[config.mk]
export PLATFORM = sky130hd
export DESIGN_NAME = f_fetch_stage_flat
export DESIGN_NICKNAME = d
export VERILOG_FILES = /design/src/rtl/f_fetch_stage_if.sv /design/src/rtl/f_fetch_stage.sv /design/src/flat_wrapper.sv
export SDC_FILE = /design/constraint.sdc
export NUM_CORES = 1
export LEC_CHECK = 0
export CAP_MARGIN = 15
export CORE_MARGIN = 2
export CORE_UTILIZATION = 40
export DETAILED_ROUTE_END_ITERATION = 10
export HOLD_SLACK_MARGIN = 0.15
export PLACE_DENSITY = 0.77
export SYNTH_ARGS = -nofsm -noshare
export SYNTH_HDL_FRONTEND = slang
export SYNTH_SLANG_ARGS = --single-unit
export TNS_END_PERCENT = 50
[constraint.sdc]
create_clock -name clk -period 2 [get_ports clk]
set_clock_uncertainty 0.1 [all_clocks]
set_input_delay 0.2 -clock clk [delete_from_list [all_inputs] [get_ports clk]]
set_output_delay 0.2 -clock clk [all_outputs]
set_load 0.1 [all_outputs]
[src/rtl/f_fetch_stage_if.sv]
// Fetch-stage bus: hazard/redirect controls in, instruction-memory port,
// and the F/D pipeline latch out to the D stage.
interface f_fetch_stage_if;
  logic        stall;
  logic        npc_sel;
  logic [31:0] npc;
  logic [31:0] im_addr;
  logic [31:0] im_rdata;
  logic [31:0] F_PC;
  logic [31:0] D_pc;
  logic [31:0] D_instr;
  logic        D_valid;
  logic        D_exc_adel;
  logic [31:0] fetch_count;

  // master: the fetch stage itself; slave: the surrounding pipeline and memory
  modport master (
    input  stall, npc_sel, npc, im_rdata,
    output im_addr, F_PC, D_pc, D_instr, D_valid, D_exc_adel, fetch_count
  );

  modport slave (
    output stall, npc_sel, npc, im_rdata,
    input  im_addr, F_PC, D_pc, D_instr, D_valid, D_exc_adel, fetch_count
  );
endinterface

[src/rtl/f_fetch_stage.sv]
// MIPS instruction-fetch stage: F-stage PC, instruction-memory address,
// fetch-address checking and the F/D pipeline latch with a fetch counter.
module f_fetch_stage #(
  parameter logic [31:0] PC_RESET = 32'h0000_3000,
  parameter int unsigned IM_WORDS = 4096
) (
  input logic              clk,
  input logic              reset,
  f_fetch_stage_if.master  bus
);

  // Upper bound is one bit wider so a range ending at 2^32 cannot wrap.
  localparam logic [32:0] LP_PC_HI = {1'b0, PC_RESET} + 33'(4 * IM_WORDS);

  logic [31:0] r_f_pc;
  logic [31:0] r_d_pc;
  logic [31:0] r_d_instr;
  logic        r_d_valid;
  logic        r_d_exc_adel;
  logic [31:0] r_fetch_count;

  logic [31:0] w_nextpc;
  logic        w_adel;

  // Redirect comes from D; the instruction fetched this cycle is the delay slot.
  assign w_nextpc = bus.npc_sel ? bus.npc : (r_f_pc + 32'd4);

  assign w_adel = (r_f_pc[1:0] != 2'b00)
               || (r_f_pc < PC_RESET)
               || ({1'b0, r_f_pc} >= LP_PC_HI);

  // NOTE: reset is synchronous and checked first so it overrides stall and redirect.
  always_ff @(posedge clk) begin
    if (reset) begin
      r_f_pc        <= PC_RESET;
      r_d_pc        <= PC_RESET;
      r_d_instr     <= 32'h0000_0000;
      r_d_valid     <= 1'b0;
      r_d_exc_adel  <= 1'b0;
      r_fetch_count <= 32'd0;
    end else if (!bus.stall) begin
      r_f_pc        <= w_nextpc;
      r_d_pc        <= r_f_pc;
      r_d_instr     <= w_adel ? 32'h0000_0000 : bus.im_rdata;
      r_d_valid     <= 1'b1;
      r_d_exc_adel  <= w_adel;
      r_fetch_count <= r_fetch_count + 32'd1;
    end
  end

  assign bus.im_addr     = r_f_pc;
  assign bus.F_PC        = r_f_pc;
  assign bus.D_pc        = r_d_pc;
  assign bus.D_instr     = r_d_instr;
  assign bus.D_valid     = r_d_valid;
  assign bus.D_exc_adel  = r_d_exc_adel;
  assign bus.fetch_count = r_fetch_count;

endmodule

[src/flat_wrapper.sv]
// flat-port wrapper written by rule: the top's interface ports become plain ports
module f_fetch_stage_flat 
#(
  parameter logic [31:0] PC_RESET = 32'h0000_3000,
  parameter int unsigned IM_WORDS = 4096
)
  (clk, reset, bus_stall, bus_npc_sel, bus_npc, bus_im_rdata, bus_im_addr, bus_F_PC, bus_D_pc, bus_D_instr, bus_D_valid, bus_D_exc_adel, bus_fetch_count);
  f_fetch_stage_if bus_i ();
  input logic clk;
  input logic reset;
  input wire logic [$bits(bus_i.stall)-1:0] bus_stall;
  input wire logic [$bits(bus_i.npc_sel)-1:0] bus_npc_sel;
  input wire logic [$bits(bus_i.npc)-1:0] bus_npc;
  input wire logic [$bits(bus_i.im_rdata)-1:0] bus_im_rdata;
  output wire logic [$bits(bus_i.im_addr)-1:0] bus_im_addr;
  output wire logic [$bits(bus_i.F_PC)-1:0] bus_F_PC;
  output wire logic [$bits(bus_i.D_pc)-1:0] bus_D_pc;
  output wire logic [$bits(bus_i.D_instr)-1:0] bus_D_instr;
  output wire logic [$bits(bus_i.D_valid)-1:0] bus_D_valid;
  output wire logic [$bits(bus_i.D_exc_adel)-1:0] bus_D_exc_adel;
  output wire logic [$bits(bus_i.fetch_count)-1:0] bus_fetch_count;
  assign bus_i.stall = bus_stall;
  assign bus_i.npc_sel = bus_npc_sel;
  assign bus_i.npc = bus_npc;
  assign bus_i.im_rdata = bus_im_rdata;
  assign bus_im_addr = bus_i.im_addr;
  assign bus_F_PC = bus_i.F_PC;
  assign bus_D_pc = bus_i.D_pc;
  assign bus_D_instr = bus_i.D_instr;
  assign bus_D_valid = bus_i.D_valid;
  assign bus_D_exc_adel = bus_i.D_exc_adel;
  assign bus_fetch_count = bus_i.fetch_count;
  f_fetch_stage #(.PC_RESET(PC_RESET), .IM_WORDS(IM_WORDS)) u_core (.clk(clk), .reset(reset), .bus(bus_i));
endmodule
Word-level counts from Yosys, hierarchy flattened
Index checks and enable logic that the tools add are counted.
{"block": "word_totals", "regBits": 130, "in_bits": 68, "output_inout_bits": 162, "word_cells": 15}
{"block": "op_classes", "n_addsub": 2, "order_cmp": 2, "muxes": 2, "n_reduce_logical": 3}
{"cell": "two-way mux 32 bit", "n": 2}
{"cell": "adder 32 x 1 -> 32 bit (second input constant)", "n": 1}
{"cell": "adder 32 x 3 -> 32 bit (second input constant)", "n": 1}
{"cell": "greater-or-equal comparator 32 x 15 -> 1 bit (second input constant)", "n": 1}
{"cell": "less-than comparator 32 x 14 -> 1 bit (second input constant)", "n": 1}
{"cell": "logical OR 1 bit", "n": 2}
{"cell": "nonzero test 2 bit", "n": 1}

Depth between registers and ports, before layout
{"block": "logic_depth", "depth_word": 4, "mapped_depth": 8, "ltp_nobuf": 6}

Worst setup path before layout
Ideal clock, no wire load.
{"block": "synth_path", "path_kind": "reg2reg", "startpoint": "register u_core.r_f_pc[2], in the netlist u_core.bus.F_PC[2]", "endpoint": "register u_core.r_f_pc[18], in the netlist u_core.bus.F_PC[18]", "setup_time_ps": 75, "arrival_time_ps": 2662, "required_ps": 1825, "path_slack_ps": -837, "path_stages_with_launch": 7, "n_path_buf": 1, "period_less_slack_ps": 2837, "path_cell_list": "dfxtp_1 -> ha_1 -> and3_1 -> clkbuf_1 -> nand4_1 -> or4b_2 -> a31oi_1"}
{"block": "synth_via", "elab_chain_cells": 2}
{"element": "start, declared", "line": "f_fetch_stage.sv:15", "rtl": "logic [31:0] r_f_pc;"}
{"element": "start signal, assigned", "line": "f_fetch_stage.sv:42", "rtl": "r_f_pc <= w_nextpc;"}
{"element": "adder 32 x 3 -> 32 bit", "line": "f_fetch_stage.sv:26", "rtl": "assign w_nextpc = bus.npc_sel ? bus.npc : (r_f_pc + 32'd4);"}
{"element": "two-way mux 32 bit", "line": "f_fetch_stage.sv:26"}
Every way passes these cells.
A chain may end at the register's enable or synchronous reset.

==> impl_metrics.ini <==
[detailed_routing]
route.detailed.drc = 0
drt_first_pass_iters = 5
ant_nets = 0
via_per_inst = 5.282
wirelength_um = 17910
drt_iter0_markers = 487
vias = 5784
routedWlPerCell_um = 16.35

[die]
fp.coreArea_sq_um = 14590
die_h_um = 126.5
row_count = 44
start_util_pct = 41.12
dieArea_sq_um = 15990
pin_count = 230
die_x_um = 126.5

[timing]
tightest_slew_ns = 0.5213
finalHoldViolCount = 0
hold-worst-slack_ns = 0.2643
max_slew_margin_pct = 65.25
fin_crit_ns = 1.928
fmax_mhz = 518.7
setup-violations-final = 0
report.final.slew_viol_count = 0
rsz0062_at_grt = no
period_share_pct = 96.39

[cells_and_area]
num_antenna_cells = 0
design_area_sq_um = 8919
drive_gt1_share_pct = 34.80
final_cell_mix = 193 x buf_4, 123 x nor2_1, 72 x dfxtp_1
final_common_cell = buf_4
instances_no_fill = 1095
area_growth_pct = 48.65
seqCellArea_sq_um = 2770
multi_input_area_sq_um = 3038
nets = 969
fill_cells = 1244

[synth]
async_reset_ff_share_pct = 0
synth_top_area_share_pct = 43.38
synthCells = 697
synth_top_area_cell = dfxtp_1
syn_area_sq_um = 6000
synth-edff-count = 0
yosys_warnings = 0
synth_ff_type = dfxtp_1
ys_seq_area_share_pct = 43.38
synth_nets = 768
ys_top_cells_by_area = dfxtp_1 43%, nor2_1 7.7%, mux2i_1 6.0%
synthDistinctLibCells = 57
syn_avg_cell_area_sq_um = 8.608
synth-seq-cells = 130

[clocking]
htreeDepth = 4
clockBufferDepth = 2
cts_tree = done
clkLatencyLatePin_ns = 0.41
cts_sinks = 130
clk_pin_slew_ns = 0.06
numCtsBuffers = 17
cts_root_buf = clkbuf_16

[setup_path]
start_kind = input pin
critPathMaxFanout = 5
reg2reg_depth = 6
worst-setup-path-type = input pin to flop
endpoint_kind = flop
required_ns = 2.24
cp.arrival_ns = 2.17

[place]
port_buffers = 229
dpl_cell_area_sq_um = 8183
dp_cells = 1055
dp_hpwl_um = 12190
gp_congestion = 0.8223

[global_routing]
antenna_found_initial = 0
grt_usage_pct = 21.31
overflow = 0
first_global_vias = 5270
grt_max_degree = 68
grt_pass1_wl_um = 27690

[power]
vdd_drop_max_mv = 0.5235
p_leak_nw = 3.762
p_switching_w = 0.002387
finalPower_w = 0.007496
pwr-share-seq_pct = 36.9
pwr-share-clk_pct = 42.5
powerDensity_nw_per_um2 = 840.5
comb_power_share_pct = 20.6
p_int_w = 0.005109
switching_share_pct = 31.85

[worst_hold_path]
hold_depth = 3
worst_hold_path_type = input pin to flop

[flow_run]
cap_violations = 0

[run_status]
status = complete, no violations
-- per-stage QoR --
| stage | setup slack [ns] | setup TNS (ns) | util (%) |
|---|---|---|---|
| 3_3_place_gp | 0.1166 | 0 | 56.09 |
| 4_1_cts | 0.02319 | 0 | 60.43 |
| 2_1_floorplan | -0.1184 | -3.781 | - |
| 5_1_grt | 0.0009430 | 0 | 61.13 |
| 6_report | 0.07223 | 0 | 61.13 |
| 3_5_place_dp | 0.07897 | 0 | 56.09 |
-- flip-flops by register name, summed over array words and instances (netlist names) --
register,count
u_core.bus.fetch_count,32
u_core.bus.D_valid,1
u_core.bus.D_pc,32
u_core.bus.D_instr,32
u_core.bus.F_PC,32
u_core.bus.D_exc_adel,1
-- synth_stat cells (all sizes together) (3+ instances only) --
cell	n
or4	4
xor2	13
o22ai	7
buf	43
and4	8
nor4	10
nor3	13
xnor2	17
a22oi	42
ha	3
a31oi	8
or3	5
nand3	23
and3	11
mux2i	36
or2	4
clkbuf	42
a211oi	6
nand4	19
nand2b	4
a21oi	32
inv	11
nor2	123
a21o	3
dfxtp	130
nor2b	10
nand2	24
o21ai	17
-- power groups by stage --
stage                     combinational, W  clock (W)  sequential, W
final                              0.00155    0.00318        0.00277
after global routing               0.00161    0.00337        0.00278
after CTS                          0.00153    0.00322        0.00277
after detailed placement           0.00152          0        0.00282
after global placement             0.00152          0        0.00282
after floorplan                   0.000612          0        0.00335
-- final timing paths --
kind                      startpoint                         end  slack [ns]
setup / recovery           bus_stall  u_core.bus.fetch_count[11]        0.07
hold / removal           bus_npc[31]         u_core.bus.F_PC[31]        0.26
setup reg to reg  u_core.bus.F_PC[2]         u_core.bus.F_PC[20]        0.10
hold reg to reg   u_core.bus.D_valid          u_core.bus.D_valid        0.35
-- worst max-delay path, stage by stage --
cell and delay (ns):
dlygate4sd3_1 0.54, buf_4 0.18, and4b_1 0.28, or4b_4 0.50
or3_1 0.33, a21oi_1 0.14
-- routing by layer --
metal / GRT usage, % / part of all wire [%] / up-vias / routed length [um]
met4: 5.753 / 1.2 / 0 / 210
met1: 28.39 / 45 / 2700 / 8023
li1: - / - / 2844 / -
met2: 33.47 / 46 / 223 / 8301
met3: 6.748 / 7.7 / 17 / 1372
met5: 0 / 0 / - / 0
-- cell families after synthesis --
group | after synthesis | share of synthesized area, %
compound gates | 130 | 14.10
buf+inv | 96 | 8.384
fa+ha+maj | 3 | 0.6257
xor+xnor | 30 | 4.380
mux | 38 | 6.382
simple gates | 270 | 22.75
flops | 130 | 43.38
-- final cells by class --
cell class | count | area share (%)
clock buffer | 21 | 5.289
clock inverter | 11 | 1.473
inverter | 11 | 0.4630
multi-input combinational | 471 | 34.06
sequential | 130 | 31.06
tap | 184 | 2.581
timing repair buffer | 267 | 25.07
-- what timing repair did --
action	CTS	global route
setup buffers	0	3
hold buffers	3	0
hold endpoints to repair	25	0
setup endpoints to repair	0	35
resized for setup	0	10
Note: power is estimated with default switching activity, not from simulation.
